<file path="src/rtl/egg_spawn_scheduler.sv">
`timescale 1ns/1ps
// egg_spawn_scheduler
// Schedules egg respawns for NUM_SLOTS egg sprite slots sharing one spawn
// datapath. Tracks live/pending slots, counts a per-slot respawn delay in
// frames, round-robin grants ready slots, picks a platform (avoiding ones
// already occupied by live eggs) and an x position on it, then offers the
// spawn over a valid/ready handshake.
//
// Ports:
//   clk_i          system clock
//   reset_i        synchronous active-high reset
//   frame_tick_i   one-cycle pulse per video frame
//   collect_i      per-slot pulse: yoshi collected that slot's egg
//   spawn_ready_i  sprite units accept the offered spawn
//   spawn_valid_o  spawn offer present
//   spawn_slot_o   slot being spawned
//   spawn_x_o      egg x (upper-left)
//   spawn_y_o      egg y (upper-left)
//   spawn_type_o   egg type code
//   active_o       per-slot live egg flags
module egg_spawn_scheduler #(
    parameter int NUM_SLOTS      = 4,
    parameter int RESPAWN_FRAMES = 30
) (
    input  logic                 clk_i,
    input  logic                 reset_i,
    input  logic                 frame_tick_i,
    input  logic [NUM_SLOTS-1:0] collect_i,
    input  logic                 spawn_ready_i,
    output logic                 spawn_valid_o,
    output logic [2:0]           spawn_slot_o,
    output logic [9:0]           spawn_x_o,
    output logic [9:0]           spawn_y_o,
    output logic [5:0]           spawn_type_o,
    output logic [NUM_SLOTS-1:0] active_o
);

    localparam logic [5:0] RESPAWN_LOAD = 6'(RESPAWN_FRAMES);
    localparam logic [2:0] LAST_SLOT    = 3'(NUM_SLOTS - 1);
    localparam logic [7:0] LFSR_SEED    = 8'hA5;

    typedef enum logic [1:0] {ST_IDLE, ST_PICK, ST_CHECK, ST_OFFER} state_e;

    function automatic logic [9:0] plat_lo(input logic [2:0] p);
        case (p)
            3'd0:    plat_lo = 10'd16;
            3'd1:    plat_lo = 10'd480;
            3'd2:    plat_lo = 10'd80;
            3'd3:    plat_lo = 10'd16;
            3'd4:    plat_lo = 10'd384;
            3'd5:    plat_lo = 10'd112;
            default: plat_lo = 10'd16;
        endcase
    endfunction

    function automatic logic [9:0] plat_hi(input logic [2:0] p);
        case (p)
            3'd0:    plat_hi = 10'd144;
            3'd1:    plat_hi = 10'd608;
            3'd2:    plat_hi = 10'd545;
            3'd3:    plat_hi = 10'd240;
            3'd4:    plat_hi = 10'd608;
            3'd5:    plat_hi = 10'd513;
            default: plat_hi = 10'd608;
        endcase
    endfunction

    function automatic logic [9:0] plat_y(input logic [2:0] p);
        case (p)
            3'd0:    plat_y = 10'd116;
            3'd1:    plat_y = 10'd116;
            3'd2:    plat_y = 10'd199;
            3'd3:    plat_y = 10'd282;
            3'd4:    plat_y = 10'd282;
            3'd5:    plat_y = 10'd365;
            default: plat_y = 10'd448;
        endcase
    endfunction

    // Overflowing offsets fold back from the right edge by off[6:0]; every
    // platform spans at least 128 pixels so the fold never passes lo.
    function automatic logic [9:0] calc_x(input logic [9:0] lo, input logic [9:0] hi,
                                          input logic [9:0] off);
        logic [10:0] s;
        s = {1'b0, lo} + {1'b0, off};
        if (s > {1'b0, hi}) begin
            calc_x = hi - {3'b000, off[6:0]};
        end else begin
            calc_x = s[9:0];
        end
    endfunction

    state_e                state_q, state_d;
    logic [7:0]            lfsr_q, lfsr_d;
    logic [9:0]            pos_cnt_q, pos_cnt_d;
    logic [NUM_SLOTS-1:0]  active_q, active_d;
    logic [NUM_SLOTS-1:0]  pending_q, pending_d;
    logic [5:0]            cnt_q [NUM_SLOTS];
    logic [5:0]            cnt_d [NUM_SLOTS];
    logic [2:0]            slot_plat_q [NUM_SLOTS];
    logic [2:0]            slot_plat_d [NUM_SLOTS];
    logic [2:0]            last_q, last_d;
    logic [2:0]            slot_q, slot_d;
    logic [2:0]            plat_q, plat_d;
    logic [9:0]            off_q, off_d;
    logic [5:0]            type_q, type_d;
    logic [2:0]            tries_q, tries_d;
    logic                  valid_q, valid_d;
    logic [9:0]            x_q, x_d;
    logic [9:0]            y_q, y_d;

    logic [NUM_SLOTS-1:0]  ready_s;
    logic                  hs_s;
    logic                  grant_found_s;
    logic [2:0]            grant_slot_s;
    logic                  conflict_s;

    assign hs_s = valid_q & spawn_ready_i;

    // Per-slot ready flags: pending with the respawn delay fully counted down.
    always_comb begin
        ready_s = '0;
        for (int j = 0; j < NUM_SLOTS; j++) begin
            ready_s[j] = pending_q[j] && (cnt_q[j] == 6'd0);
        end
    end

    // Round-robin search starting at the slot after the last grant.
    always_comb begin
        grant_found_s = 1'b0;
        grant_slot_s  = 3'd0;
        for (int k = 1; k <= NUM_SLOTS; k++) begin
            for (int j = 0; j < NUM_SLOTS; j++) begin
                if (!grant_found_s && ready_s[j] &&
                    ((int'(last_q) + k == j) || (int'(last_q) + k == j + NUM_SLOTS))) begin
                    grant_found_s = 1'b1;
                    grant_slot_s  = 3'(j);
                end else begin
                    grant_found_s = grant_found_s;
                end
            end
        end
    end

    // Platform already occupied by some live egg.
    always_comb begin
        conflict_s = 1'b0;
        for (int j = 0; j < NUM_SLOTS; j++) begin
            if (active_q[j] && (slot_plat_q[j] == plat_q)) begin
                conflict_s = 1'b1;
            end else begin
                conflict_s = conflict_s;
            end
        end
    end

    // Slot bookkeeping: collects, handshake completion and frame countdowns.
    // A collect in the same cycle as a frame tick loads without decrementing.
    always_comb begin
        active_d    = active_q;
        pending_d   = pending_q;
        cnt_d       = cnt_q;
        slot_plat_d = slot_plat_q;
        for (int j = 0; j < NUM_SLOTS; j++) begin
            if (collect_i[j] && active_q[j]) begin
                active_d[j]  = 1'b0;
                pending_d[j] = 1'b1;
                cnt_d[j]     = RESPAWN_LOAD;
            end else if (hs_s && (slot_q == 3'(j))) begin
                active_d[j]    = 1'b1;
                pending_d[j]   = 1'b0;
                slot_plat_d[j] = plat_q;
            end else if (frame_tick_i && pending_q[j] && (cnt_q[j] != 6'd0)) begin
                cnt_d[j] = cnt_q[j] - 6'd1;
            end else begin
                cnt_d[j] = cnt_q[j];
            end
        end
    end

    // Free-running random sources.
    always_comb begin
        lfsr_d    = {lfsr_q[6:0], lfsr_q[7] ^ lfsr_q[5] ^ lfsr_q[4] ^ lfsr_q[3]};
        pos_cnt_d = pos_cnt_q + 10'd1;
    end

    // Spawn FSM next state and datapath.
    always_comb begin
        state_d = state_q;
        last_d  = last_q;
        slot_d  = slot_q;
        plat_d  = plat_q;
        off_d   = off_q;
        type_d  = type_q;
        tries_d = tries_q;
        valid_d = valid_q;
        x_d     = x_q;
        y_d     = y_q;
        case (state_q)
            ST_IDLE: begin
                if (grant_found_s) begin
                    slot_d  = grant_slot_s;
                    state_d = ST_PICK;
                end else begin
                    state_d = ST_IDLE;
                end
            end
            ST_PICK: begin
                plat_d  = (lfsr_q[2:0] == 3'd7) ? 3'd6 : lfsr_q[2:0];
                off_d   = pos_cnt_q;
                type_d  = pos_cnt_q[5:0];
                tries_d = 3'd0;
                state_d = ST_CHECK;
            end
            ST_CHECK: begin
                if (conflict_s && (tries_q < 3'd6)) begin
                    plat_d  = (plat_q == 3'd6) ? 3'd0 : plat_q + 3'd1;
                    tries_d = tries_q + 3'd1;
                end else begin
                    x_d     = calc_x(plat_lo(plat_q), plat_hi(plat_q), off_q);
                    y_d     = plat_y(plat_q);
                    valid_d = 1'b1;
                    state_d = ST_OFFER;
                end
            end
            ST_OFFER: begin
                if (spawn_ready_i) begin
                    valid_d = 1'b0;
                    last_d  = slot_q;
                    state_d = ST_IDLE;
                end else begin
                    valid_d = 1'b1;
                end
            end
            default: begin
                valid_d = 1'b0;
                state_d = ST_IDLE;
            end
        endcase
    end

    // State registers with synchronous reset.
    always_ff @(posedge clk_i) begin
        if (reset_i) begin
            state_q   <= ST_IDLE;
            lfsr_q    <= LFSR_SEED;
            pos_cnt_q <= 10'd0;
            active_q  <= '0;
            pending_q <= '1;
            for (int j = 0; j < NUM_SLOTS; j++) begin
                cnt_q[j]       <= 6'd0;
                slot_plat_q[j] <= 3'd0;
            end
            last_q    <= LAST_SLOT;
            slot_q    <= 3'd0;
            plat_q    <= 3'd0;
            off_q     <= 10'd0;
            type_q    <= 6'd0;
            tries_q   <= 3'd0;
            valid_q   <= 1'b0;
            x_q       <= 10'd0;
            y_q       <= 10'd0;
        end else begin
            state_q     <= state_d;
            lfsr_q      <= lfsr_d;
            pos_cnt_q   <= pos_cnt_d;
            active_q    <= active_d;
            pending_q   <= pending_d;
            cnt_q       <= cnt_d;
            slot_plat_q <= slot_plat_d;
            last_q      <= last_d;
            slot_q      <= slot_d;
            plat_q      <= plat_d;
            off_q       <= off_d;
            type_q      <= type_d;
            tries_q     <= tries_d;
            valid_q     <= valid_d;
            x_q         <= x_d;
            y_q         <= y_d;
        end
    end

    assign spawn_valid_o = valid_q;
    assign spawn_slot_o  = slot_q;
    assign spawn_x_o     = x_q;
    assign spawn_y_o     = y_q;
    assign spawn_type_o  = type_q;
    assign active_o      = active_q;

endmodule

</file>
<file path="config.mk">
export PLATFORM = sky130hd
export DESIGN_NAME = egg_spawn_scheduler
export DESIGN_NICKNAME = d
export VERILOG_FILES = /design/src/rtl/egg_spawn_scheduler.sv
export SDC_FILE = /design/constraint.sdc
export NUM_CORES = 1
export LEC_CHECK = 0
export ABC_AREA = 0
export BUFFER_PORTS_ARGS = -buffer_cell sky130_fd_sc_hd__buf_2
export CORE_ASPECT_RATIO = 0.8
export CORE_MARGIN = 4
export CORE_UTILIZATION = 60
export CTS_CLUSTER_DIAMETER = 30
export DETAILED_ROUTE_END_ITERATION = 10
export GPL_ROUTABILITY_DRIVEN = 0
export PLACE_DENSITY = 0.89
export RECOVER_POWER = 50
export SYNTH_ARGS = -nofsm -noshare
export SYNTH_HDL_FRONTEND = slang
export SYNTH_SLANG_ARGS = --single-unit
</file>
<file path="constraint.sdc">
create_clock -name clk_i -period 9.5 [get_ports clk_i]
set_input_delay 0.95 -clock clk_i [delete_from_list [all_inputs] [get_ports clk_i]]
set_output_delay 0.95 -clock clk_i [all_outputs]
set_load 0.03 [all_outputs]
</file>
# Word level (Yosys, flattened, before mapping)
# Index checks and enable logic that the tools add are counted.
[totals] regBits=113 inputBits=8 wordCells=312
[classes] n_eq_ne=52 n_reduce_logical=132 muxes=68 n_addsub=13 bitwise=13 n_lt_le_gt_ge=2
[op_table] op="32-bit by 4-bit == test with 1-bit output (second input constant)" n=12
[op_table] op="32-bit by 3-bit == test with 1-bit output (second input constant)" n=8
[op_table] op="32-bit by 2-bit == test with 1-bit output (second input constant)" n=4
[op_table] op="32-bit logical NOT" n=4
[op_table] op="9-bit one-hot mux with 4 select lines" n=2
[op_table] op="5-bit 2-to-1 mux" n=12
[op_table] op="1-bit logical AND" n=56
[op_table] op="3-bit 2-to-1 mux" n=18
[op_table] op="10-bit 2-to-1 mux" n=5
[op_table] op="10-bit one-hot mux with 4 select lines" n=1
[op_table] op="2-bit AND reduction" n=18
[op_table] op="6-bit logical NOT" n=4
[op_table] op="1-bit 2-to-1 mux" n=24
[op_table] op="6-bit nonzero test" n=4
[op_table] op="6-bit by 1-bit subtractor with 6-bit output (second input constant)" n=4
[op_table] op="4-bit by 3-bit == test with 1-bit output (second input constant)" n=4
[op_table] op="1-bit logical OR" n=16
[op_table] op="1-bit logical NOT" n=15
[op_table] op="2-bit inequality test (second input constant)" n=7
[op_table] op="3-bit by 2-bit == test with 1-bit output (second input constant)" n=4
[op_table] op="3-bit == test" n=4
[op_table] op="3-bit == test (second input constant)" n=4
[op_table] op="3-bit one-hot mux with 2 select lines" n=2
[op_table] op="2-bit nonzero test" n=6
[op_table] op="21 further kinds" n=42

# Longest topological paths before layout
[logic_depth] word_depth=67 depth_mapped=18

# Least setup slack after synthesis
# Ideal clock, no wire load.
[synth_timing] kind="reg-to-reg" startpoint="reg plat_q[2]" endpoint="reg x_q[2], in the netlist spawn_x_o[2]" setup_ns=0.091 n_path_buf=2 stages_incl_launch_ff=18 synth_period_minus_slack_ns=3.623 slack_ns=5.877 t_arrival_ns=3.532 cell_sequence="dfxtp_1 -> buf_2 -> buf_1 -> inv_1 -> nand2_1 -> nand2b_1 -> nand2b_1 -> ha_1 -> inv_1 -> fa_1 -> xnor2_1 -> ha_1 -> and4_1 -> and3_1 -> a211oi_1 -> a21oi_2 -> a211o_1 -> a311oi_1"
[synth_between] elab_chain_cells=9 elab_cells_between_ends=31 cone_classes="add/sub: 2; order compare: 1; eq/ne: 9; mux: 11; bitwise: 1; reduce/logical: 7"
[synth_lines] item="start: declaration" line="104" text="logic [2:0] plat_q, plat_d;"
[synth_lines] item="start signal: assignment" line="273" text="plat_q <= plat_d;"
[synth_lines] item="branches (longest 9 deep; another with 10-bit by 10-bit adder with 11-bit output)"
[synth_lines] item="end signal: assignment" line="261" text="x_q <= 10'd0;"
[synth_lines] item="end signal: assignment" line="278" text="x_q <= x_d;"
[synth_lines] item="end: declaration" line="109" text="logic [9:0] x_q, x_d;"
# Several ways; the timed one is not identified. The select of a mux whose other input is x is not followed.
# A chain may end at the register's enable or synchronous reset.

# Worst setup path in the final report
[layout_timing] startpoint="reg plat_q[2]" endpoint="reg x_q[9], in the netlist spawn_x_o[9]"
# Same word-level chain as after synthesis.

==> results.ini <==
[sta]
max_freq_mhz = 224.7
drv_slew = 99
period_share = 0.4685
worst_pin_slew_ns = 3.993
slew_headroom = -1.662
setup_viol = 0
rsz0062_at_grt = false
tns_ns = 0
fin_hold_ws_ns = 0.4154
finClkSkew_ns = 0.01142
min_period_ns = 4.451
hold_viol_final = 0

[synth]
async_flop_share = 0
yosys-top-cells-count = dfxtp_1, a21oi_1, nor2_1, nand2_1, inv_1
yosys.cell_types.count = 60
synth_flop_cell = dfxtp_1
synthCells = 651
ys_warn_count = 0
synth_top_area_share = 0.3784
syn_area_per_cell_sq_um = 8.453
yosysMostFrequentCell = dfxtp_1
synth.area.top_cells = dfxtp_1, ha_1, a21oi_1
synth_area_sq_mm = 0.005503
yosysSeqAreaShare = 0.3784
ys_ff_latch = 104
synth_largest_area_cell = dfxtp_1
synth-edff-count = 0

[clock_network]
ctsHoldBuffers = 0
clock_latency_ns = 0.36
cts_buffers = 9
h-tree-depth = 3
clockBufferDepth = 2
cts.sinks = 104
cts_resized = 0
tritoncts = done
cts_root_buffer = clkbuf_16
path_clk_slew_ns = 0.07
post_cts_buffers = 0

[critical_path]
start_kind = register
r2r_start = plat_q[2]
cp_max_fo = 16
path_class = register to register
cp-end-kind = register
cp.required_ns = 9.54
crit_start = plat_q[2]
arrival_ns = 4.49

[layout]
drive_gt1_frac = 0.07015
diodes = 0
fin_nets = 705
finalInstanceArea_sq_mm = 0.005941
area_growth_pct = 7.958
fin_util = 0.6822
nFillCells = 672

[pwr]
leakagePower_nw = 2.350
power_density_mw_per_mm2 = 356.4
peakVddDrop_mv = 0.2110

[route]
drc = 0
ant_nets = 0
first_iter_violations = 487
vias = 4843
wirelength_um = 12690
wire_per_inst_um = 16.23
firstDrtPassIters = 5
viasPerCell = 6.193

[grt]
overflow = 0
grt_pass1_vias = 4578
grt_pass1_wl_um = 21160
grt_max_degree = 99
grtUsageTotal = 0.2405
antenna_found_initial = 0

[die]
dieWidth_um = 115.1
std_cell_rows = 30
start_util = 0.6319
design.core.area_sq_mm = 0.008708
ios = 42
die_area_sq_mm = 0.01078
fp.dieH_um = 93.66

[worst_hold_path]
min_from = lfsr_q[6]
hold_class = register to register

[placed_design]
dpl_cell_area_sq_mm = 0.005674
dpl.hpwl_um = 9115
port_buffers = 39

[run_status]
status = finished with violations
violations = max-capacitance violations, max-slew violations

[job]
cap_violations = 1

logic make-up after synthesis:
family | Yosys count | synth area share
and+or+nand+nor | 215 | 0.1992
buffers and inverters | 78 | 0.05980
adders and majority gates | 32 | 0.07412
other | 1 | 0.0006815
DFF | 104 | 0.3784
muxes | 16 | 0.02933
AOI/OAI and AO/OA | 157 | 0.1821
xor gates and xnor gates | 48 | 0.07640
where the power goes:
part | internal [W] | switching [W] | total [W]
logic | 0.000426 | 0.000680 | 0.00111
clock network | 0.000186 | 0.000182 | 0.000368
registers | 0.000534 | 0.000110 | 0.000643
total | 0.00115 | 0.000972 | 0.00212
worst max-delay path, stage by stage, from the launching register on:
cell	delay (ns)
dfxtp_1	0.72
inv_1	0.27
nor2_1	0.25
nand2b_1	0.17
nand2b_1	0.10
ha_1	0.23
a21o_1	0.16
a21oi_1	0.17
xnor2_1	0.21
ha_1	0.31
and4_1	0.22
and3_1	0.20
a211oi_1	0.47
a21oi_2	0.17
a311oi_1	0.36
a211oi_1	0.13
metrics by stage:
step	power (W)	cells	worst slack, ns
6_report	0.002117	782	5.049
3_5_place_dp	0.001728	766	5.341
4_1_cts	0.002103	782	5.325
5_1_grt	0.002263	782	4.791
3_3_place_gp	0.001661	766	5.657
2_1_floorplan	0.001483	652	5.877
final cells by class:
class | count | area [sq um] | area share
Clock buffer | 9 | 225.2 | 0.03791
Inverter | 39 | 146.4 | 0.02464
Sequential cell | 104 | 2082 | 0.3505
Clock inverter | 7 | 73.82 | 0.01243
Timing Repair Buffer | 41 | 177.7 | 0.02991
Multi-Input combinational cell | 470 | 3095 | 0.5211
Tap cell | 112 | 140.1 | 0.02359
placed cells by master (no fill, tap or decap), drive strengths merged, types with 10 or more instances in the layout:
cell type,n
dfxtp,104
a21oi,71
nor2,59
nand2,43
inv,42
clkbuf,33
xnor2,31
ha,31
nand3,23
o21ai,21
xor2,17
buf,17
mux2i,15
a311oi,15
nand2b,14
or2,11
nor3,10
layer usage:
| metal | vias up | part of all wire | global-route usage |
|---|---|---|---|
| li1 | 2308 | - | - |
| met1 | 2293 | 0.43 | 0.3118 |
| met2 | 210 | 0.47 | 0.3882 |
| met3 | 32 | 0.080 | 0.06375 |
| met4 | 0 | 0.021 | 0.08113 |
| met5 | - | 0 | 0 |
path summary, 6_finish.rpt:
path	end	slack [ns]	cells past startpoint
worst max register to register	spawn_x_o[9]	5.05	15
worst min-delay path	lfsr_q[7]	0.42	1
worst max-delay path	spawn_x_o[9]	5.05	15
worst min register to register	lfsr_q[7]	0.42	1
state kept, by name, summed over array words and instances, names as in the netlist, 4 cells and up:
name and cells:
cnt_q 24, slot_plat_q 12, off_q 10, pos_cnt_q 10
spawn_x_o 10, spawn_y_o 9, lfsr_q 8, active_o 4
pending_q 4
Power figures use the tool's default switching activity.
